**src/rtl/fetch_stage_ctrl_pkg.sv**
```systemverilog
`default_nettype none
// ============================================================================
// Module      : fetch_stage_ctrl_pkg
// Description : Shared types for the fetch stage controller: controller
//               state encoding, held fetch-group record, instruction size.
// Revision    : 1.0 - initial release
// ============================================================================
package fetch_stage_ctrl_pkg;

  localparam int FETCH_WIDTH_DEF = 2;
  localparam int PC_WIDTH_DEF    = 32;

  // Bytes per instruction word; slot i of a group sits at base PC + i*4.
  localparam int INSN_BYTE_WIDTH = 4;

  typedef enum logic [2:0] {
    ST_EMPTY     = 3'd0,
    ST_VALID     = 3'd1,
    ST_MISS_REQ  = 3'd2,
    ST_MISS_WAIT = 3'd3,
    ST_DRAIN     = 3'd4
  } fetch_ctrl_state_e;

  typedef struct packed {
    logic [FETCH_WIDTH_DEF-1:0] valid;
    logic [PC_WIDTH_DEF-1:0]    pc;
  } held_group_t;

endpackage
`default_nettype wire

```
**src/rtl/fetch_stage_ctrl_miss_perf.sv**
```systemverilog
`default_nettype none
// ============================================================================
// Module      : fetch_miss_perf_counter
// Description : Two saturating performance counters: misses started and
//               cycles spent inside the miss handling states.
// Revision    : 1.0 - initial release
// ============================================================================
module fetch_miss_perf_counter #(
  parameter int PERF_CNT_WIDTH = 32
) (
  input  logic                      clk,
  input  logic                      rst,
  input  logic                      miss_start,
  input  logic                      in_miss,
  output logic [PERF_CNT_WIDTH-1:0] miss_count,
  output logic [PERF_CNT_WIDTH-1:0] miss_cycles
);

  logic [PERF_CNT_WIDTH-1:0] miss_count_q,  miss_count_d;
  logic [PERF_CNT_WIDTH-1:0] miss_cycles_q, miss_cycles_d;

  // Increment each counter on its qualifier, holding at all-ones.
  always_comb begin
    miss_count_d  = miss_count_q;
    miss_cycles_d = miss_cycles_q;
    if (miss_start && !(&miss_count_q)) begin
      miss_count_d = miss_count_q + 1'b1;
    end
    if (in_miss && !(&miss_cycles_q)) begin
      miss_cycles_d = miss_cycles_q + 1'b1;
    end
  end

  // Counter registers with synchronous reset.
  always_ff @(posedge clk) begin
    if (rst) begin
      miss_count_q  <= '0;
      miss_cycles_q <= '0;
    end else begin
      miss_count_q  <= miss_count_d;
      miss_cycles_q <= miss_cycles_d;
    end
  end

  assign miss_count  = miss_count_q;
  assign miss_cycles = miss_cycles_q;

endmodule
`default_nettype wire

```
**src/rtl/fetch_stage_ctrl.sv**
```systemverilog
`default_nettype none
// ============================================================================
// Module      : fetch_stage_ctrl
// Description : Fetch stage controller. Holds the group issued by the next-PC
//               stage, pairs it with the I-cache result, runs the miss
//               handshake, delivers to decode and back-pressures next-PC.
// Revision    : 1.0 - initial release
// ============================================================================
module fetch_stage_ctrl
  import fetch_stage_ctrl_pkg::*;
#(
  parameter int FETCH_WIDTH    = 2,
  parameter int PC_WIDTH       = 32,
  parameter int INSN_WIDTH     = 32,
  parameter int PERF_CNT_WIDTH = 32
) (
  input  logic                              clk,
  input  logic                              rst,
  input  logic                              clear,
  input  logic [FETCH_WIDTH-1:0]            np_valid,
  input  logic [PC_WIDTH-1:0]               np_pc,
  input  logic                              ic_hit,
  input  logic [FETCH_WIDTH*INSN_WIDTH-1:0] ic_data,
  output logic                              ic_miss_req,
  output logic [PC_WIDTH-1:0]               ic_miss_addr,
  input  logic                              ic_fill_done,
  input  logic                              dec_ready,
  output logic [FETCH_WIDTH-1:0]            dec_valid,
  output logic [PC_WIDTH-1:0]               dec_pc,
  output logic [FETCH_WIDTH*INSN_WIDTH-1:0] dec_insn,
  output logic                              stall_out,
  output logic [PERF_CNT_WIDTH-1:0]         miss_count,
  output logic [PERF_CNT_WIDTH-1:0]         miss_cycles
);

  fetch_ctrl_state_e      state_q, state_d;
  logic [FETCH_WIDTH-1:0] hv_q,    hv_d;
  logic [PC_WIDTH-1:0]    hpc_q,   hpc_d;

  logic w_stall;
  logic w_miss_req;
  logic w_miss_start;
  logic w_fire;
  logic w_capture;
  logic w_in_miss;

  // Next-state, held-group update and per-state outputs; clear overrides all.
  always_comb begin
    state_d      = state_q;
    hv_d         = hv_q;
    hpc_d        = hpc_q;
    w_stall      = 1'b0;
    w_miss_req   = 1'b0;
    w_miss_start = 1'b0;
    w_fire       = 1'b0;
    w_capture    = 1'b0;

    case (state_q)
      ST_EMPTY: begin
        w_capture = 1'b1;
      end
      ST_VALID: begin
        if (ic_hit && dec_ready) begin
          w_fire    = 1'b1;
          w_capture = 1'b1;
        end else if (ic_hit) begin
          w_stall = 1'b1;
        end else begin
          w_stall      = 1'b1;
          w_miss_start = 1'b1;
          state_d      = ST_MISS_REQ;
        end
      end
      ST_MISS_REQ: begin
        w_stall    = 1'b1;
        w_miss_req = 1'b1;
        state_d    = ST_MISS_WAIT;
      end
      ST_MISS_WAIT: begin
        w_stall = 1'b1;
        if (ic_fill_done) begin
          state_d = ST_VALID;
        end
      end
      ST_DRAIN: begin
        w_stall = 1'b1;
        if (ic_fill_done) begin
          state_d = ST_EMPTY;
        end
      end
      default: begin
        state_d = ST_EMPTY;
      end
    endcase

    // An all-invalid group is loaded but never treated as held.
    if (w_capture) begin
      hv_d    = np_valid;
      hpc_d   = np_pc;
      state_d = (|np_valid) ? ST_VALID : ST_EMPTY;
    end

    // A flush with a fill still outstanding must wait it out in DRAIN.
    if (clear) begin
      hv_d         = '0;
      hpc_d        = hpc_q;
      w_fire       = 1'b0;
      w_miss_req   = 1'b0;
      w_miss_start = 1'b0;
      if (((state_q == ST_MISS_WAIT) || (state_q == ST_DRAIN)) && !ic_fill_done) begin
        state_d = ST_DRAIN;
      end else begin
        state_d = ST_EMPTY;
      end
    end
  end

  // State and held-group registers.
  always_ff @(posedge clk) begin
    if (rst) begin
      state_q <= ST_EMPTY;
      hv_q    <= '0;
      hpc_q   <= '0;
    end else begin
      state_q <= state_d;
      hv_q    <= hv_d;
      hpc_q   <= hpc_d;
    end
  end

  assign w_in_miss = (state_q == ST_MISS_REQ) || (state_q == ST_MISS_WAIT) ||
                     (state_q == ST_DRAIN);

  assign ic_miss_req  = w_miss_req;
  assign ic_miss_addr = hpc_q;
  assign dec_valid    = w_fire ? hv_q : '0;
  assign dec_pc       = hpc_q;
  assign dec_insn     = ic_data;
  assign stall_out    = w_stall;

  fetch_miss_perf_counter #(
    .PERF_CNT_WIDTH (PERF_CNT_WIDTH)
  ) u_perf (
    .clk         (clk),
    .rst         (rst),
    .miss_start  (w_miss_start),
    .in_miss     (w_in_miss),
    .miss_count  (miss_count),
    .miss_cycles (miss_cycles)
  );

endmodule
`default_nettype wire

```
**config.mk**
```make
export PLATFORM = sky130hd
export DESIGN_NAME = fetch_stage_ctrl
export DESIGN_NICKNAME = d
export VERILOG_FILES = /design/src/rtl/fetch_stage_ctrl_pkg.sv /design/src/rtl/fetch_stage_ctrl_miss_perf.sv /design/src/rtl/fetch_stage_ctrl.sv
export SDC_FILE = /design/constraint.sdc
export NUM_CORES = 1
export LEC_CHECK = 0
export ABC_AREA = 1
export ABC_CLOCK_PERIOD_IN_PS = 1900
export CAP_MARGIN = 5
export CORE_MARGIN = 5
export CORE_UTILIZATION = 38
export CTS_CLUSTER_DIAMETER = 100
export DETAILED_ROUTE_END_ITERATION = 8
export PLACE_DENSITY = 0.86
export SYNTH_ARGS = -nofsm -noshare
export SYNTH_HDL_FRONTEND = slang
export SYNTH_HIERARCHICAL = 1
export SYNTH_SLANG_ARGS = --single-unit
```
**constraint.sdc**
```tcl
create_clock -name clk -period 1.9 [get_ports clk]
set_input_delay 0.19 -clock clk [delete_from_list [all_inputs] [get_ports clk]]
set_output_delay 0.19 -clock clk [all_outputs]
set_load 0.02 [all_outputs]
```
==> results of run 1 <==
what timing repair did:
action | in CTS | in global routing
pin swaps | 0 | 6
gates cloned | 0 | 1
gates resized for setup | 5 | 38
endpoints found under the setup margin | 11 | 48
buffers inserted | 0 | 3
metrics by stage:
stage | total power, mW | utilization (%) | instances
after floorplan | 2.984 | - | 932
after global placement | 3.084 | 47.49 | 1253
after detailed placement | 3.096 | 47.49 | 1253
after CTS | 4.934 | 49.20 | 1269
after global routing | 5.075 | 49.97 | 1273
final | 4.871 | 49.97 | 1273
cell type report:
cell class | count | area (µm²)
well taps | 220 | 275.3
multi-input cells | 645 | 3238
flip-flops and latches | 101 | 2024
clock inverters | 6 | 46.29
fillers | 1625 | 8268
inverters | 62 | 240.2
repair buffers | 229 | 2193
clock buffers | 10 | 239.0
how the worst max path moves through the flow:
stage | start | to | slack [ns] | cells after the start
finish | u_perf/miss_cycles[1]$_SDFFE_PP0P_ | u_perf/miss_cycles[18]$_SDFFE_PP0P_ | 0.12 | 9
global route | u_perf/miss_cycles[1]$_SDFFE_PP0P_ | u_perf/miss_cycles[18]$_SDFFE_PP0P_ | -0.05 | 9
CTS | state_q[0]$_SDFFE_PP0P_ | dec_valid[0] | 0.01 | 6
detailed placement | ic_hit | dec_valid[0] | -0.18 | 6
global placement | ic_hit | dec_valid[0] | -0.18 | 6
floorplan | state_q[0]$_SDFFE_PP0P_ | u_perf/miss_cycles[25]$_SDFFE_PP0P_ | 0.09 | 12
metal layers:
metal	global-route usage (%)	up-vias
li1	-	3115
met1	21.37	2889
met2	31.22	237
met3	4.425	57
met4	7.621	0
met5	0	-
power breakdown:
part,internal [mW],switching (mW)
logic,0.382,0.436
registers,2.18,0.0496
clock network,0.936,0.892
logic make-up (layout without fill, tap and decap cells):
kind of cell | count (synthesis) | after routing
xor gates and xnor gates | 8 | 8
adders and majority gates | 2 | 2
DFF | 101 | 101
and+or+nand+nor | 538 | 539
buffers and inverters | 187 | 307
AOI/OAI and AO/OA | 96 | 96
flip-flops by register name, indices dropped and copies added (netlist names):
register            cells
dec_pc                 32
u_perf/miss_count      32
u_perf/miss_cycles     32
state_q                 3
hv_q                    2
synthesized netlist by cell type, types with 6 or more instances:
library cell / instances
a21oi_1: 62
nand3_2: 28
xor2_1: 6
dfxtp_1: 101
a21oi_2: 29
nand4_1: 11
nand2_1: 223
buf_2: 8
buf_6: 7
inv_1: 58
nor2_1: 171
buf_4: 97
nor3_1: 10
nor2_2: 7
nand3_1: 68
critical path, cell delays in order (launching register included):
cell and delay (ns):
dfxtp_1 0.38, ha_1 0.21, nand3_2 0.13, inv_1 0.11, nand2_1 0.08, nor2_2 0.19
nand2_2 0.15, buf_4 0.22, a21oi_1 0.15, nor2_1 0.06
==> reports/metrics.yaml, run 1 <==
timing:
  setup_viol: 0
  skew_ns: 0.01019
  maxSlewViolCount: 0
  fin_crit_ns: 1.781
  fin_crit_sh_pct: 93.76
  timing.final.ws_setup_ns: 0.1185
  report.final.hold_viol_count: 0
  rsz0062_at_grt: "true"
  tightest_slew_ns: 0.5510
  fmax_mhz: 561.3
  tns_ns: 0
  holdWs_ns: 0.1759
  slew_headroom_pct: 63.27
synthesis:
  ys_warn_count: 6
  yosys-top-cells-area: "dfxtp_1 32%, nand2_1 13%, buf_4 11%"
  synth_compound_area_share_pct: 9.248
  netlist.area_leader.share_pct: 31.73
  synth_top_family_by_area: "simple AND/OR/NAND/NOR gates"
  syn_avg_cell_area_um2: 6.837
  synth_edf_count: 0
  yosysUniqueCellTypes: 35
  ys_ff_latch: 101
  synthAdderAreaFrac_pct: 0.3927
  synth-simple-area-share_pct: 38.46
  synthMuxAreaShare_pct: 0
  synth_top_area_cell: "dfxtp_1"
  async_flop_share_pct: 0
  synth-xor-area-share_pct: 1.100
  synthCells: 932
  post_synth_instance_area_um2: 6372
  syn-num-nets: 1038
  synth_seq_area_share_pct: 31.73
  ys.flop_type: "dfxtp_1"
clock_tree:
  cts.htree.levels: 3
  clock_sinks: 101
  clock_path_buffers: 2
  cts_root_buffer: "clkbuf_16"
  cts_tree: "done"
  path_clk_slew_ns: 0.07
  holdBufCountCts: 0
  cts_buffers: 9
  clock_latency_ns: 0.35
global_route:
  overflow: 0
  grt_usage_pct: 18.07
  antenna_found_initial: 0
  grt_pass1_vias: 5639
  grt_pass1_wl_mm: 28.81
  grt_max_degree: 58
detailed_routing:
  drt_pass1_iterations: 5
  remaining_drc_errors: 0
  met1Wirelength_mm: 7.558
  ant_nets: 0
  drt-initial-drc-count: 444
  dr.max_layer_used: "met4"
  wl_mm: 18.69
  via_count: 6298
  wl_met3_mm: 1.425
  wl_per_cell_um: 14.68
  met2_length_mm: 9.003
  via_per_inst: 4.947
worst_setup_path:
  cp-start-kind: "flip-flop"
  reg2reg_to: "u_perf/miss_cycles[18]$_SDFFE_PP0P_"
  end_kind: "flip-flop"
  critical_path_class: "reg -> reg"
  critPathRequiredTime_ns: 2.15
  crit_path_max_fanout: 16
  r2r-start: "u_perf/miss_cycles[1]$_SDFFE_PP0P_"
  cp.arrival_ns: 2.03
  ff2ff_path_depth: 9
  ff2ff_setup_slack_ns: 0.12
floorplan:
  initial_utilization_pct: 38.56
  fp.coreArea_um2: 16520
  die_area_um2: 19460
  die_h_um: 139.5
  pin_count: 300
  rows: 47
  die_x_um: 139.5
worst_hold_path:
  min_to: "u_perf/miss_cycles[24]$_SDFFE_PP0P_"
  holdPathStages: 2
  min_path_type: "in -> reg"
  hp-start: "rst"
cells_and_area:
  final_area_um2: 8257
  final_common_cell: "nand2_1"
  nNetsFinal: 1154
  antennaDiodeCount: 0
  synthToLayoutAreaGrowth_pct: 29.57
  drive_gt1_share_pct: 17.38
  final_cell_mix: "220 x nand2_1, 166 x clkdlybuf4s50_1, 159 x nor2_1, 99 x dfxtp_1, 67 x nand3_1"
place:
  dp.final_hpwl_mm: 14.16
  portBuffers: 171
  dpl_worst_slack_ns: -0.1798
  dpl-instance-area_um2: 7848
  routabilityCongestion: 0.9399
pwr:
  leakagePower_nw: 3.110
  p_per_area_nw_per_um2: 590.0
  ir_drop_v: 0.0004859
run:
  max_cap_violations: 0
outcome:
  outcome: "finished, final reports clean"
Note: power is estimated with default switching activity, not from simulation.
==> run 2: changes to the inputs <==
--- a/config.mk
+++ b/config.mk
@@ -12,6 +12,7 @@
 export CORE_UTILIZATION = 38
 export CTS_CLUSTER_DIAMETER = 100
 export DETAILED_ROUTE_END_ITERATION = 8
+export MAX_ROUTING_LAYER = met4
 export PLACE_DENSITY = 0.86
 export SYNTH_ARGS = -nofsm -noshare
 export SYNTH_HDL_FRONTEND = slang
==> run 2 against run 1 <==
Final cell count is 0.24% lower. Via count decreased by 1.6%. First-iteration DRC count fell by 9.0%. Clock skew down 0.00072 ns. Sequential share of layout area is essentially flat. Non-clock buffer count down 3. Register-to-register slack got worse by 0.04 ns. Sequential power barely moved. Core utilization grew 0.053 points. Total power grew 2.5%. Worst hold slack better by 0.017 ns. Setup slack lost 0.039 ns. Critical endpoint is now ic_miss_req. Largest cell class unchanged. Largest power group unchanged.
==> reports/metrics.yaml, run 2 (synthesized netlist as in run 1, its figures left out) <==
outcome:
  outcome: "finished, final reports clean"
cells_and_area:
  regArea_um2: 2026
  instances_no_fill: 1270
  final_common_cell: "nand2_1"
  final_cell_mix: "222 x nand2_1, 166 x clkdlybuf4s50_1, 159 x nor2_1, 98 x dfxtp_1, 66 x nand3_1"
  nNetsFinal: 1150
  final_area_um2: 8265
  drive_gt1_share_pct: 16.87
  synthToLayoutAreaGrowth_pct: 29.71
  fillers: 1592
  multiInputGateArea_um2: 3229
detailed_routing:
  wl_mm: 18.82
  remaining_drc_errors: 0
  drt-initial-drc-count: 404
  via_per_inst: 4.879
  ant_nets: 0
  via_count: 6196
  wl_per_cell_um: 14.82
  drt_pass1_iterations: 5
worst_setup_path:
  crit_path_max_fanout: 5
  ff2ff_setup_slack_ns: 0.08
  ff2ff_path_depth: 11
  cp-start-kind: "flip-flop"
  critical_path_class: "reg -> out"
  end_kind: "output port"
  critPathRequiredTime_ns: 1.71
  cp.arrival_ns: 1.63
pwr:
  ir_drop_v: 0.0003616
  switching_share_pct: 26.77
  leakagePower_nw: 3.120
  pwr-share-clk_pct: 38.9
  p_per_area_nw_per_um2: 604.3
  p_int_mw: 3.658
  power_frac_seq_pct: 44.6
  combPwrFrac_pct: 16.5
  p_total_mw: 4.995
  switchingPower_mw: 1.337
global_route:
  overflow: 0
  grt_pass1_vias: 5532
  grt_usage_pct: 18.57
  grt_pass1_wl_mm: 28.65
  antenna_found_initial: 1
  grt_max_degree: 58
place:
  place_inst: 1251
  routabilityCongestion: 0.9569
  dp.final_hpwl_mm: 14.40
  portBuffers: 171
  dpl-instance-area_um2: 7845
timing:
  fin_crit_ns: 1.821
  tns_ns: 0
  fin_crit_sh_pct: 95.84
  slew_headroom_pct: 63.45
  maxSlewViolCount: 0
  setup_viol: 0
  holdWs_ns: 0.1930
  skew_ns: 0.009471
  tightest_slew_ns: 0.5482
  report.final.hold_viol_count: 0
  fmax_mhz: 549.2
floorplan:
  initial_utilization_pct: 38.56
  pin_count: 300
  die_x_um: 139.5
  fp.coreArea_um2: 16520
  die_area_um2: 19460
  rows: 47
  die_h_um: 139.5
clock_tree:
  cts_root_buffer: "clkbuf_16"
  cts_buffers: 9
  clock_sinks: 101
  cts.htree.levels: 3
  clock_latency_ns: 0.35
  clock_path_buffers: 2
  path_clk_slew_ns: 0.07
  cts_tree: "done"
  holdBufCountCts: 0
worst_hold_path:
  holdPathStages: 2
  min_path_type: "in -> reg"
run:
  max_cap_violations: 0
==> run 2: critical path, stage by stage, from the launching register on <==
cell           delay [ns]
dfxtp_2              0.34
inv_1                0.07
buf_4                0.10
nand2_2              0.06
buf_4                0.15
nor3_1               0.19
dlygate4sd2_1        0.37
==> run 2: routing by layer <==
layer / track usage, % / part of all wire [%] / vias up
met5: - / 0 / -
met1: 21.55 / 40 / 2796
met3: 3.431 / 7.0 / 57
li1: - / - / 3104
met4: 8.805 / 3.7 / 0
met2: 31.04 / 49 / 239
==> run 2: power groups by stage <==
| stage | Combinational (mW) | Clock, mW | Sequential (mW) |
|---|---|---|---|
| 2_1_floorplan | 0.648 | 0 | 2.34 |
| 3_3_place_gp | 0.814 | 0 | 2.27 |
| 3_5_place_dp | 0.827 | 0 | 2.28 |
| 4_1_cts | 0.826 | 2.01 | 2.23 |
| 5_1_grt | 0.880 | 2.07 | 2.23 |
| 6_report | 0.822 | 1.95 | 2.23 |
==> run 2: through the flow <==
stage / setup WS, ns / utilization, %
after detailed placement: -0.1985 / 47.47
after global routing: -0.02878 / 50.02
final: 0.07911 / 50.02
after global placement: -0.1673 / 47.47
after CTS: 0.01137 / 49.35
after floorplan: 0.09228 / -
==> run 2: cell type report <==
cell class	instances	share of cell area (%)
clock inverters	5	0.7115
inverters	62	2.906
repair buffers	226	26.39
clock buffers	11	3.058
flip-flops and latches	101	24.51
well taps	220	3.330
diodes	1	0.03028
multi-input cells	644	39.07
==> run 2: timing repair <==
action,in CTS,in global routing
endpoints found under the setup margin,17,55
gates cloned,0,0
pin swaps,1,2
buffers inserted,0,2
resized for setup,6,28
==> run 2: worst paths after layout <==
check,from,to
min,rst,u_perf/miss_count[16]$_SDFFE_PP0P_
max,state_q[2]$_SDFFE_PP0P_,ic_miss_req
min reg2reg,hv_q[1]$_SDFFE_PP0P_,hv_q[1]$_SDFFE_PP0P_
max reg2reg,state_q[2]$_SDFFE_PP0P_,u_perf/miss_count[18]$_SDFFE_PP0P_
